File: src/rtl/vga_sink_decoder.sv
// VGA sink: samples sync/colour on pix_en strobes, verifies timing, tracks pixel coordinates
// and captures one probed pixel. Define VGA_SINK_CHECKSUM_EN to add a per-frame checksum.
module vga_sink_decoder #(
   parameter int unsigned H_TOTAL = 800,
   parameter int unsigned V_TOTAL = 525,
   parameter int unsigned H_START = 144,
   parameter int unsigned V_START = 35,
   parameter int unsigned WIDTH   = 640,
   parameter int unsigned HEIGHT  = 480
) (
   input  logic        clk,
   input  logic        reset,
   input  logic        pix_en,
   input  logic        hSync,
   input  logic        vSync,
   input  logic [3:0]  VGA_R,
   input  logic [3:0]  VGA_G,
   input  logic [3:0]  VGA_B,
   input  logic [9:0]  probe_x,
   input  logic [8:0]  probe_y,
   output logic        locked,
   output logic        active,
   output logic [9:0]  x,
   output logic [8:0]  y,
   output logic        frame_start,
   output logic        sync_error,
   output logic [11:0] probe_rgb,
   output logic        probe_valid,
   output logic [15:0] checksum
);

   localparam logic [9:0] HLast   = 10'(H_TOTAL - 1);
   localparam logic [9:0] VLast   = 10'(V_TOTAL - 1);
   localparam logic [9:0] HBegin  = 10'(H_START);
   localparam logic [9:0] HEnd    = 10'(H_START + WIDTH);
   localparam logic [9:0] VBegin  = 10'(V_START);
   localparam logic [9:0] VEnd    = 10'(V_START + HEIGHT);
   localparam logic [8:0] YOffset = 9'(V_START);

   typedef enum logic [1:0] {StSearch, StAcquire, StLocked} state_e;

   state_e      state_q, state_d;
   logic [9:0]  hcnt_q, hcnt_d;
   logic [9:0]  vcnt_q, vcnt_d;
   logic        hs_prev_q, hs_prev_d;
   logic        vs_prev_q, vs_prev_d;
   logic        active_q, active_d;
   logic [9:0]  x_q, x_d;
   logic [8:0]  y_q, y_d;
   logic        frame_start_q, frame_start_d;
   logic        sync_error_q, sync_error_d;
   logic        probe_valid_q, probe_valid_d;
   logic [11:0] probe_rgb_q, probe_rgb_d;

   logic        h_fall, v_fall, violation;
   logic        sample_active, probe_hit;
   logic [9:0]  sample_x;
   logic [8:0]  sample_y;
   logic [11:0] rgb;

   assign rgb = {VGA_R, VGA_G, VGA_B};

   // Edge detection and raster counters; nothing moves between strobes.
   always_comb begin
      h_fall    = pix_en & hs_prev_q & ~hSync;
      v_fall    = pix_en & vs_prev_q & ~vSync;
      hs_prev_d = hs_prev_q;
      vs_prev_d = vs_prev_q;
      hcnt_d    = hcnt_q;
      vcnt_d    = vcnt_q;
      if (pix_en) begin
         hs_prev_d = hSync;
         vs_prev_d = vSync;
         hcnt_d    = h_fall ? 10'd0 : hcnt_q + 10'd1;
         if (v_fall) begin
            vcnt_d = 10'd0;
         end else if (h_fall) begin
            vcnt_d = vcnt_q + 10'd1;
         end
      end
   end

   always_comb begin
      violation = 1'b0;
      if (pix_en && (state_q != StSearch)) begin
         violation = (h_fall && (hcnt_q != HLast)) ||
                     (v_fall && (vcnt_q != VLast)) ||
                     (!h_fall && (hcnt_q == HLast));
      end
   end

   always_comb begin
      state_d = state_q;
      unique case (state_q)
         StSearch: begin
            if (v_fall) state_d = StAcquire;
         end
         StAcquire: begin
            if (violation)   state_d = StSearch;
            else if (v_fall) state_d = StLocked;
         end
         StLocked: begin
            if (violation) state_d = StSearch;
         end
         default: state_d = StSearch;
      endcase
   end

   // Coordinates describe the sample just taken, so they use the next-state counters.
   always_comb begin
      sample_active = (state_d == StLocked) &&
                      (hcnt_d >= HBegin) && (hcnt_d < HEnd) &&
                      (vcnt_d >= VBegin) && (vcnt_d < VEnd);
      sample_x      = sample_active ? (hcnt_d - HBegin) : 10'd0;
      sample_y      = sample_active ? (vcnt_d[8:0] - YOffset) : 9'd0;
      probe_hit     = pix_en && sample_active &&
                      (sample_x == probe_x) && (sample_y == probe_y);

      active_d      = pix_en ? sample_active : active_q;
      x_d           = pix_en ? sample_x : x_q;
      y_d           = pix_en ? sample_y : y_q;
      probe_rgb_d   = probe_hit ? rgb : probe_rgb_q;
      probe_valid_d = probe_hit;
      frame_start_d = v_fall;
      sync_error_d  = violation;
   end

   always_ff @(posedge clk) begin
      if (reset) begin
         state_q       <= StSearch;
         hcnt_q        <= 10'd0;
         vcnt_q        <= 10'd0;
         hs_prev_q     <= 1'b1;
         vs_prev_q     <= 1'b1;
         active_q      <= 1'b0;
         x_q           <= 10'd0;
         y_q           <= 9'd0;
         frame_start_q <= 1'b0;
         sync_error_q  <= 1'b0;
         probe_valid_q <= 1'b0;
         probe_rgb_q   <= 12'h000;
      end else begin
         state_q       <= state_d;
         hcnt_q        <= hcnt_d;
         vcnt_q        <= vcnt_d;
         hs_prev_q     <= hs_prev_d;
         vs_prev_q     <= vs_prev_d;
         active_q      <= active_d;
         x_q           <= x_d;
         y_q           <= y_d;
         frame_start_q <= frame_start_d;
         sync_error_q  <= sync_error_d;
         probe_valid_q <= probe_valid_d;
         probe_rgb_q   <= probe_rgb_d;
      end
   end

`ifdef VGA_SINK_CHECKSUM_EN
   logic [15:0] acc_q, acc_d;
   logic [15:0] checksum_q, checksum_d;

   // Every frame edge restarts the accumulator; only a cleanly locked frame publishes it.
   always_comb begin
      acc_d      = acc_q;
      checksum_d = checksum_q;
      if (v_fall) begin
         acc_d = 16'h0000;
         if ((state_q == StLocked) && (state_d == StLocked)) begin
            checksum_d = acc_q;
         end
      end else if (pix_en && sample_active) begin
         acc_d = {acc_q[14:0], acc_q[15]} ^ {4'h0, rgb};
      end
   end

   always_ff @(posedge clk) begin
      if (reset) begin
         acc_q      <= 16'h0000;
         checksum_q <= 16'h0000;
      end else begin
         acc_q      <= acc_d;
         checksum_q <= checksum_d;
      end
   end

   assign checksum = checksum_q;
`else
   assign checksum = 16'h0000;
`endif

   assign locked      = (state_q == StLocked);
   assign active      = active_q;
   assign x           = x_q;
   assign y           = y_q;
   assign frame_start = frame_start_q;
   assign sync_error  = sync_error_q;
   assign probe_rgb   = probe_rgb_q;
   assign probe_valid = probe_valid_q;

endmodule

File: config.mk
export PLATFORM = sky130hd
export DESIGN_NAME = vga_sink_decoder
export DESIGN_NICKNAME = d
export VERILOG_FILES = /design/src/rtl/vga_sink_decoder.sv
export SDC_FILE = /design/constraint.sdc
export NUM_CORES = 1
export LEC_CHECK = 0
export ABC_CLOCK_PERIOD_IN_PS = 6300
export BUFFER_PORTS_ARGS = -buffer_cell sky130_fd_sc_hd__buf_4
export CORE_ASPECT_RATIO = 1.5
export CORE_MARGIN = 2
export CORE_UTILIZATION = 55
export DETAILED_ROUTE_END_ITERATION = 10
export HOLD_SLACK_MARGIN = 0.03
export PLACE_DENSITY = 0.81
export SYNTH_ARGS = -nofsm -noshare
export SYNTH_HDL_FRONTEND = slang
export SYNTH_SLANG_ARGS = --single-unit
File: constraint.sdc
create_clock -name clk -period 6.3 [get_ports clk]
set_clock_uncertainty 0.1 [all_clocks]
set_input_delay 1.26 -clock clk [delete_from_list [all_inputs] [get_ports clk]]
set_output_delay 1.26 -clock clk [all_outputs]
set_load 0.01 [all_outputs]
==> results of run 1 <==
==> metrics by stage <==
| stage | setup WS (ns) | cells |
|---|---|---|
| 2_1_floorplan | 1.447 | 494 |
| 3_3_place_gp | 0.7968 | 602 |
| 3_5_place_dp | 0.6098 | 602 |
| 4_1_cts | 0.9731 | 618 |
| 5_1_grt | 0.6444 | 618 |
| 6_report | 0.8886 | 618 |
==> how the worst max path moves through the flow <==
| stage | slack [ns] | to | depth (start not counted) |
|---|---|---|---|
| 6_report | 0.89 | probe_rgb[0] | 15 |
| 5_1_grt | 0.64 | probe_rgb[0] | 15 |
| 4_1_cts | 0.97 | probe_rgb[0] | 15 |
| 3_5_place_dp | 0.61 | probe_rgb[0] | 15 |
| 3_3_place_gp | 0.80 | probe_rgb[0] | 15 |
| 2_1_floorplan | 1.45 | probe_rgb[10] | 18 |
==> kinds of logic (layout without fill, tap and decap cells) <==
| kind of cell | Yosys count | count (layout) | share of synthesized area, % |
|---|---|---|---|
| buffers and inverters | 59 | 103 | 8.077 |
| adders and majority gates | 6 | 6 | 1.886 |
| other | 1 | 16 | 0.09419 |
| DFF | 59 | 59 | 29.67 |
| and+or+nand+nor | 198 | 198 | 28.25 |
| muxes | 13 | 13 | 3.363 |
| AOI/OAI and AO/OA | 114 | 114 | 21.94 |
| xor gates and xnor gates | 29 | 29 | 6.725 |
==> area by class of cell <==
type | instances | area, um2
clock buffers | 14 | 162.7
clock inverters | 2 | 10.01
fillers | 613 | 2539
inverters | 13 | 48.80
multi-input cells | 376 | 2535
flip-flops and latches | 59 | 1181
well taps | 80 | 100.1
repair buffers | 74 | 555.5
==> power by group through the flow <==
| stage | Clock, uW | Combinational, uW | Sequential [uW] |
|---|---|---|---|
| 4_1_cts | 313 | 85.8 | 380 |
| 6_report | 307 | 87.0 | 381 |
| 3_3_place_gp | 0 | 84.0 | 388 |
| 5_1_grt | 325 | 94.0 | 381 |
| 2_1_floorplan | 0 | 62.8 | 388 |
| 3_5_place_dp | 0 | 85.4 | 389 |
==> layer usage <==
metal	track usage, %	share of wire [%]	wire, um
met5	0	0	0
met1	29.65	38	4111
met4	13.77	3.4	363
met3	7.176	6.2	659
met2	48.41	52	5551
==> worst register-to-register path, delay by kind of cell (launching register included) <==
kind / cells / cell delay (ns)
adder cells (fa/ha/maj): 1 / 0.22
AO/OA/AOI/OAI: 8 / 2.53
buffers and inverters: 2 / 0.17
XOR/XNOR: 1 / 0.10
AND/OR/NAND/NOR: 2 / 0.84
flip-flops: 1 / 0.50
==> registers in the layout, summed over array words and instances (netlist names) <==
| name | cells |
|---|---|
| y | 9 |
| x | 10 |
| probe_valid | 1 |
| hs_prev_q | 1 |
| active | 1 |
| state_q | 2 |
| frame_start | 1 |
| vs_prev_q | 1 |
| hcnt_q | 10 |
| sync_error | 1 |
| vcnt_q | 10 |
| probe_rgb | 12 |
==> cells in the mapped netlist, types with 4 or more instances <==
library cell   n
dfxtp_1       59
nand2_1       40
a21oi_1       36
nor2_1        35
buf_4         21
nand3_1       21
nand4_1       19
xnor2_1       18
clkbuf_1      16
inv_1         13
nor3_1        13
mux2i_1       10
o31ai_2       10
xor2_1        10
and2_1         9
a31oi_1        7
o211ai_1       7
or3_1          7
a211oi_1       6
ha_1           6
nand2b_1       6
nor2b_1        6
o21ai_0        6
o31ai_1        6
and3_1         5
buf_2          5
nor4_1         5
o21a_1         4
==> impl_metrics.yaml, run 1 <==
setup_path:
  reg2regPathDepth: 14
  critical_path_arrival_ns: 5.52
  critical_path.max_fanout: 39
  critPathLaunchType: "input port"
  reg2reg_setup_slack_ns: 1.69
  critPathKind: "in2reg"
  crit_path_cell_trace: "buf_4 > and3b_1 > xnor2_1 > or2_2 > inv_1 > ha_1 > inv_1 > o21a_1 > a21oi_2 > o31ai_4 > a21oi_2 > o21ai_1 > a2111o_1 > o31ai_1 > a21oi_1"
  rr_endpoint: "probe_rgb[0]"
  critPathTopFamily: "compound AO/OA/AOI/OAI gates"
  cp_slowest_cell: "a2111o_1"
  crit-reg2reg-launch: "hs_prev_q"
  data_required_time_at_the_worst_endpoint_ns: 6.41
  crit_path_end_kind: "flop"
  slowest_delay_ns: 0.68
  critPathLaunch: "pix_en"
  buffering_stage_count_on_the_worst_path_with_inverters_included: 3
yosys:
  synthesis.area_um2: 3981
  async_flop_share_pct: 0
  flop_and_latch_count_out_of_synthesis: 59
  ys_warn_count: 0
  yosys-top-cells-area: "dfxtp_1, a21oi_1, buf_4, xnor2_1, nand2_1"
  yosys.cell_types.count: 76
  sequential_cell_area_fraction_in_the_yosys_report_pct: 29.67
  synth.top_cell.area_share_pct: 29.67
  yosys.area.top_type: "dfxtp_1"
  netlist_instances: 479
  synthesis.area_per_instance_um2: 8.312
  synth_edf_count: 0
  postSynth.topFlopCell: "dfxtp_1"
die:
  fp.dieArea_um2: 7949
  io_pins: 88
  fp.dieW_um: 73.47
  start_util_pct: 55.82
  placement_rows: 38
  standard_cell_core_area_um2: 7132
  die_h_um: 108.2
place:
  numPortBuffers: 71
  placed_cell_area_um2: 4420
  dp_hpwl_mm: 8.069
  gpl.final_weighted_congestion: 0.9321
grt:
  grt_pass1_vias: 3601
  grt_overflow: 0
  globalRouteTotalUtil_pct: 27.53
  grt_start_max_net_pins: 52
  grt_first_pass_wirelength_mm: 17.08
  initial_antenna_violation_count: 0
finish:
  post_route_cells_drive_above_1_share_pct: 22.86
  leading_cell_types_in_the_layout_fill_and_taps_excluded: "buf_4, dfxtp_1, nand2_1"
  num_antenna_cells: 0
  final_common_cell: "buf_4"
  stdcell_area_um2: 4593
  area_delta_synth_final_pct: 15.37
  final_nets: 575
  core_utilization_of_the_finished_layout_pct: 64.40
sta:
  final-setup-viol-count: 0
  finalCriticalPeriod_ns: 5.411
  hold_slack_ns: 0.3600
  fin_tns_setup_ns: 0
  achievable-frequency_ghz: 0.1848
  rel_slew_slack_pct: 41.41
  grt_setup_unrepaired: "false"
  worst_slew_pin_slew_ns: 0.8779
  min_period_over_period_pct: 85.90
  timing_hold_violations_final: 0
  number_of_pins_with_negative_max_slew_slack_in_the_final_report: 0
route:
  post-route-drc-count: 0
  wire_per_inst_um: 17.29
  postRouteWirelength_mm: 10.69
  drt-pass1-iter-count: 4
  drt.antenna.violating_nets: 0
  detail_route.vias_per_cell: 6.105
  detail_route.iter0.violations: 310
  total_via_count_in_the_routed_design: 3773
worst_hold_path:
  hold-path-cell-count: 2
  timing.hold.worst.start: "y[6]"
  hold-path-endpoint: "y[6]"
  worst_hold_path_type: "reg2reg"
power_and_ir_drop:
  p_int_uw: 574.5
  power.share.switching_pct: 25.78
  power.clock.fraction_pct: 39.6
  share_seq_of_total_power_pct: 49.2
  design_power_total_uw: 774.1
  p_leak_uw: 0.001786
  vdd_drop_max_mv: 0.1452
  share_comb_of_total_power_pct: 11.2
  p_switching_uw: 199.5
  power_per_cell_area_nw_per_um2: 168.5
clock_tree:
  postCtsResizedCells: 0
  clk_path_buf_depth: 2
  worst_skew_pair.late_latency_ns: 0.35
  clk_pin_slew_ns: 0.06
  cts.sink_count: 59
  numCtsBuffers: 9
  cts_htree_levels: 3
  hold_buffers_post_cts: 0
  clock_root_buffer_master: "clkbuf_8"
  cts_post_setup_buffers_inserted: 0
  tritoncts: "yes"
run_status:
  run_status: "finished clean"
run:
  max_cap_violations: 0
Note: power is estimated with default switching activity, not from simulation.
==> inputs of run 2 (changes only) <==
--- a/config.mk
+++ b/config.mk
@@ -13,6 +13,7 @@
 export DETAILED_ROUTE_END_ITERATION = 10
 export HOLD_SLACK_MARGIN = 0.03
 export PLACE_DENSITY = 0.81
+export RECOVER_POWER = 50
 export SYNTH_ARGS = -nofsm -noshare
 export SYNTH_HDL_FRONTEND = slang
 export SYNTH_SLANG_ARGS = --single-unit
==> impl_metrics.yaml, run 2 (synthesis gave the netlist of run 1 again) <==
route:
  detail_route.vias_per_cell: 6.155
  drt.antenna.violating_nets: 0
  total_via_count_in_the_routed_design: 3804
  wire_per_inst_um: 17.22
  post-route-drc-count: 0
  postRouteWirelength_mm: 10.64
  detail_route.iter0.violations: 301
  drt-pass1-iter-count: 5
power_and_ir_drop:
  vdd_drop_max_mv: 0.1459
  power_per_cell_area_nw_per_um2: 173.6
  p_leak_uw: 0.001629
clock_tree:
  numCtsBuffers: 9
  tritoncts: "yes"
  clk_pin_slew_ns: 0.06
  postCtsResizedCells: 0
  hold_buffers_post_cts: 0
  clock_root_buffer_master: "clkbuf_8"
  cts.sink_count: 59
  cts_htree_levels: 3
  worst_skew_pair.late_latency_ns: 0.35
  cts_post_setup_buffers_inserted: 0
  clk_path_buf_depth: 2
finish:
  final_nets: 575
  post_route_cells_drive_above_1_share_pct: 15.99
  core_utilization_of_the_finished_layout_pct: 62.46
  area_delta_synth_final_pct: 11.88
  leading_cell_types_in_the_layout_fill_and_taps_excluded: "dfxtp_1, nand2_1, clkbuf_1"
  largest_register_ff_count: 12
  num_antenna_cells: 0
  final_common_cell: "dfxtp_1"
grt:
  globalRouteTotalUtil_pct: 27.53
  grt_most_used_layer: "met2"
  grt_start_max_net_pins: 52
  grt.met1_usage_pct: 29.65
  global_route.usage.met3_pct: 7.176
  grtUsageMet2_pct: 48.41
  initial_antenna_violation_count: 0
  grt_overflow: 0
  grt_pass1_vias: 3601
  grt_first_pass_wirelength_mm: 17.08
sta:
  worst_slew_pin_slew_ns: 2.244
  grt_setup_unrepaired: "false"
  rel_slew_slack_pct: -49.60
  achievable-frequency_ghz: 0.1826
  fin_tns_setup_ns: 0
  number_of_pins_with_negative_max_slew_slack_in_the_final_report: 52
  finalCriticalPeriod_ns: 5.476
  timing_hold_violations_final: 0
  min_period_over_period_pct: 86.92
  finalWorstSetupSlack_ns: 0.8243
  final-setup-viol-count: 0
setup_path:
  buffering_stage_count_on_the_worst_path_with_inverters_included: 3
  critPathTopFamily: "compound AO/OA/AOI/OAI gates"
  critical_path_arrival_ns: 5.51
  reg2reg_setup_slack_ns: 1.63
  cp_slowest_cell: "a2111o_1"
  critPathKind: "in2reg"
  crit_path_cell_trace: "buf_4 > and3b_1 > xnor2_1 > or2_2 > inv_1 > ha_1 > inv_1 > o21a_1 > a21oi_2 > o31ai_4 > a21oi_2 > o21ai_1 > a2111o_1 > o31ai_1 > a21oi_1"
  slowest_delay_ns: 0.68
  critPathLaunchType: "input port"
  critical_path.max_fanout: 39
  crit_path_end_kind: "flop"
  data_required_time_at_the_worst_endpoint_ns: 6.33
run_status:
  run_status: "finished, violations left"
  violations: "max-capacitance violations, max-slew violations"
place:
  gpl.final_weighted_congestion: 0.9321
  dp_hpwl_mm: 8.069
  dp_worst_setup_slack_ns: 0.6098
  numPortBuffers: 71
die:
  io_pins: 88
  fp.dieArea_um2: 7949
  placement_rows: 38
  die_h_um: 108.2
  fp.dieW_um: 73.47
  start_util_pct: 55.82
  standard_cell_core_area_um2: 7132
worst_hold_path:
  worst_hold_path_type: "reg2reg"
run:
  max_cap_violations: 1
==> run 2: cell types whose count changed in the layout (fill, tap and decap cells not counted) <==
| cell | before | now |
|---|---|---|
| buf_4 | 74 | 37 |
| clkbuf_1 | 3 | 40 |
==> run 2: worst min-delay path, stage by stage, from the launching register on <==
cell	delay, ns
dfxtp_1	0.31
nand2_1	0.05
a21oi_1	0.05
==> run 2: cell type report <==
cell class / count / area, um2
Fill cell: 656 / 2678
Multi-Input combinational cell: 376 / 2535
Sequential cell: 59 / 1181
Timing Repair Buffer: 74 / 416.7
Clock buffer: 14 / 162.7
Tap cell: 80 / 100.1
Inverter: 13 / 48.80
Clock inverter: 2 / 10.01
==> run 2: report_power, final <==
group	leakage (uW)	switching (uW)	internal, uW
registers	0.000476	4.53	376
logic	0.00106	51.5	34.8
clock network	0.0000905	143	163
total	0.00163	199	574
==> run 2: worst paths after layout <==
| kind | start | endpoint | cells after the start |
|---|---|---|---|
| worst max register to register | hs_prev_q | probe_rgb[0] | 14 |
| worst min register to register | y[6] | y[6] | 2 |
| worst max-delay path | pix_en | probe_rgb[0] | 15 |
| worst min-delay path | y[6] | y[6] | 2 |
==> run 2: metrics by stage <==
stage	std cells	power, uW	instance area (um2)	hold slack (ns)
after CTS	618	779.7	4593	0.3623
after global routing	618	799.0	4454	0.3757
final	618	773.3	4454	0.3558
after detailed placement	602	474.1	4420	0.3536
after global placement	602	472.4	4420	0.3455
after floorplan	494	450.5	4038	0.3355
==> run 2: metal layers <==
layer | share of wire (%) | vias to the layer above
li1 | - | 1842
met1 | 39 | 1780
met2 | 52 | 148
met3 | 5.5 | 34
met4 | 3.8 | 0
met5 | 0 | -
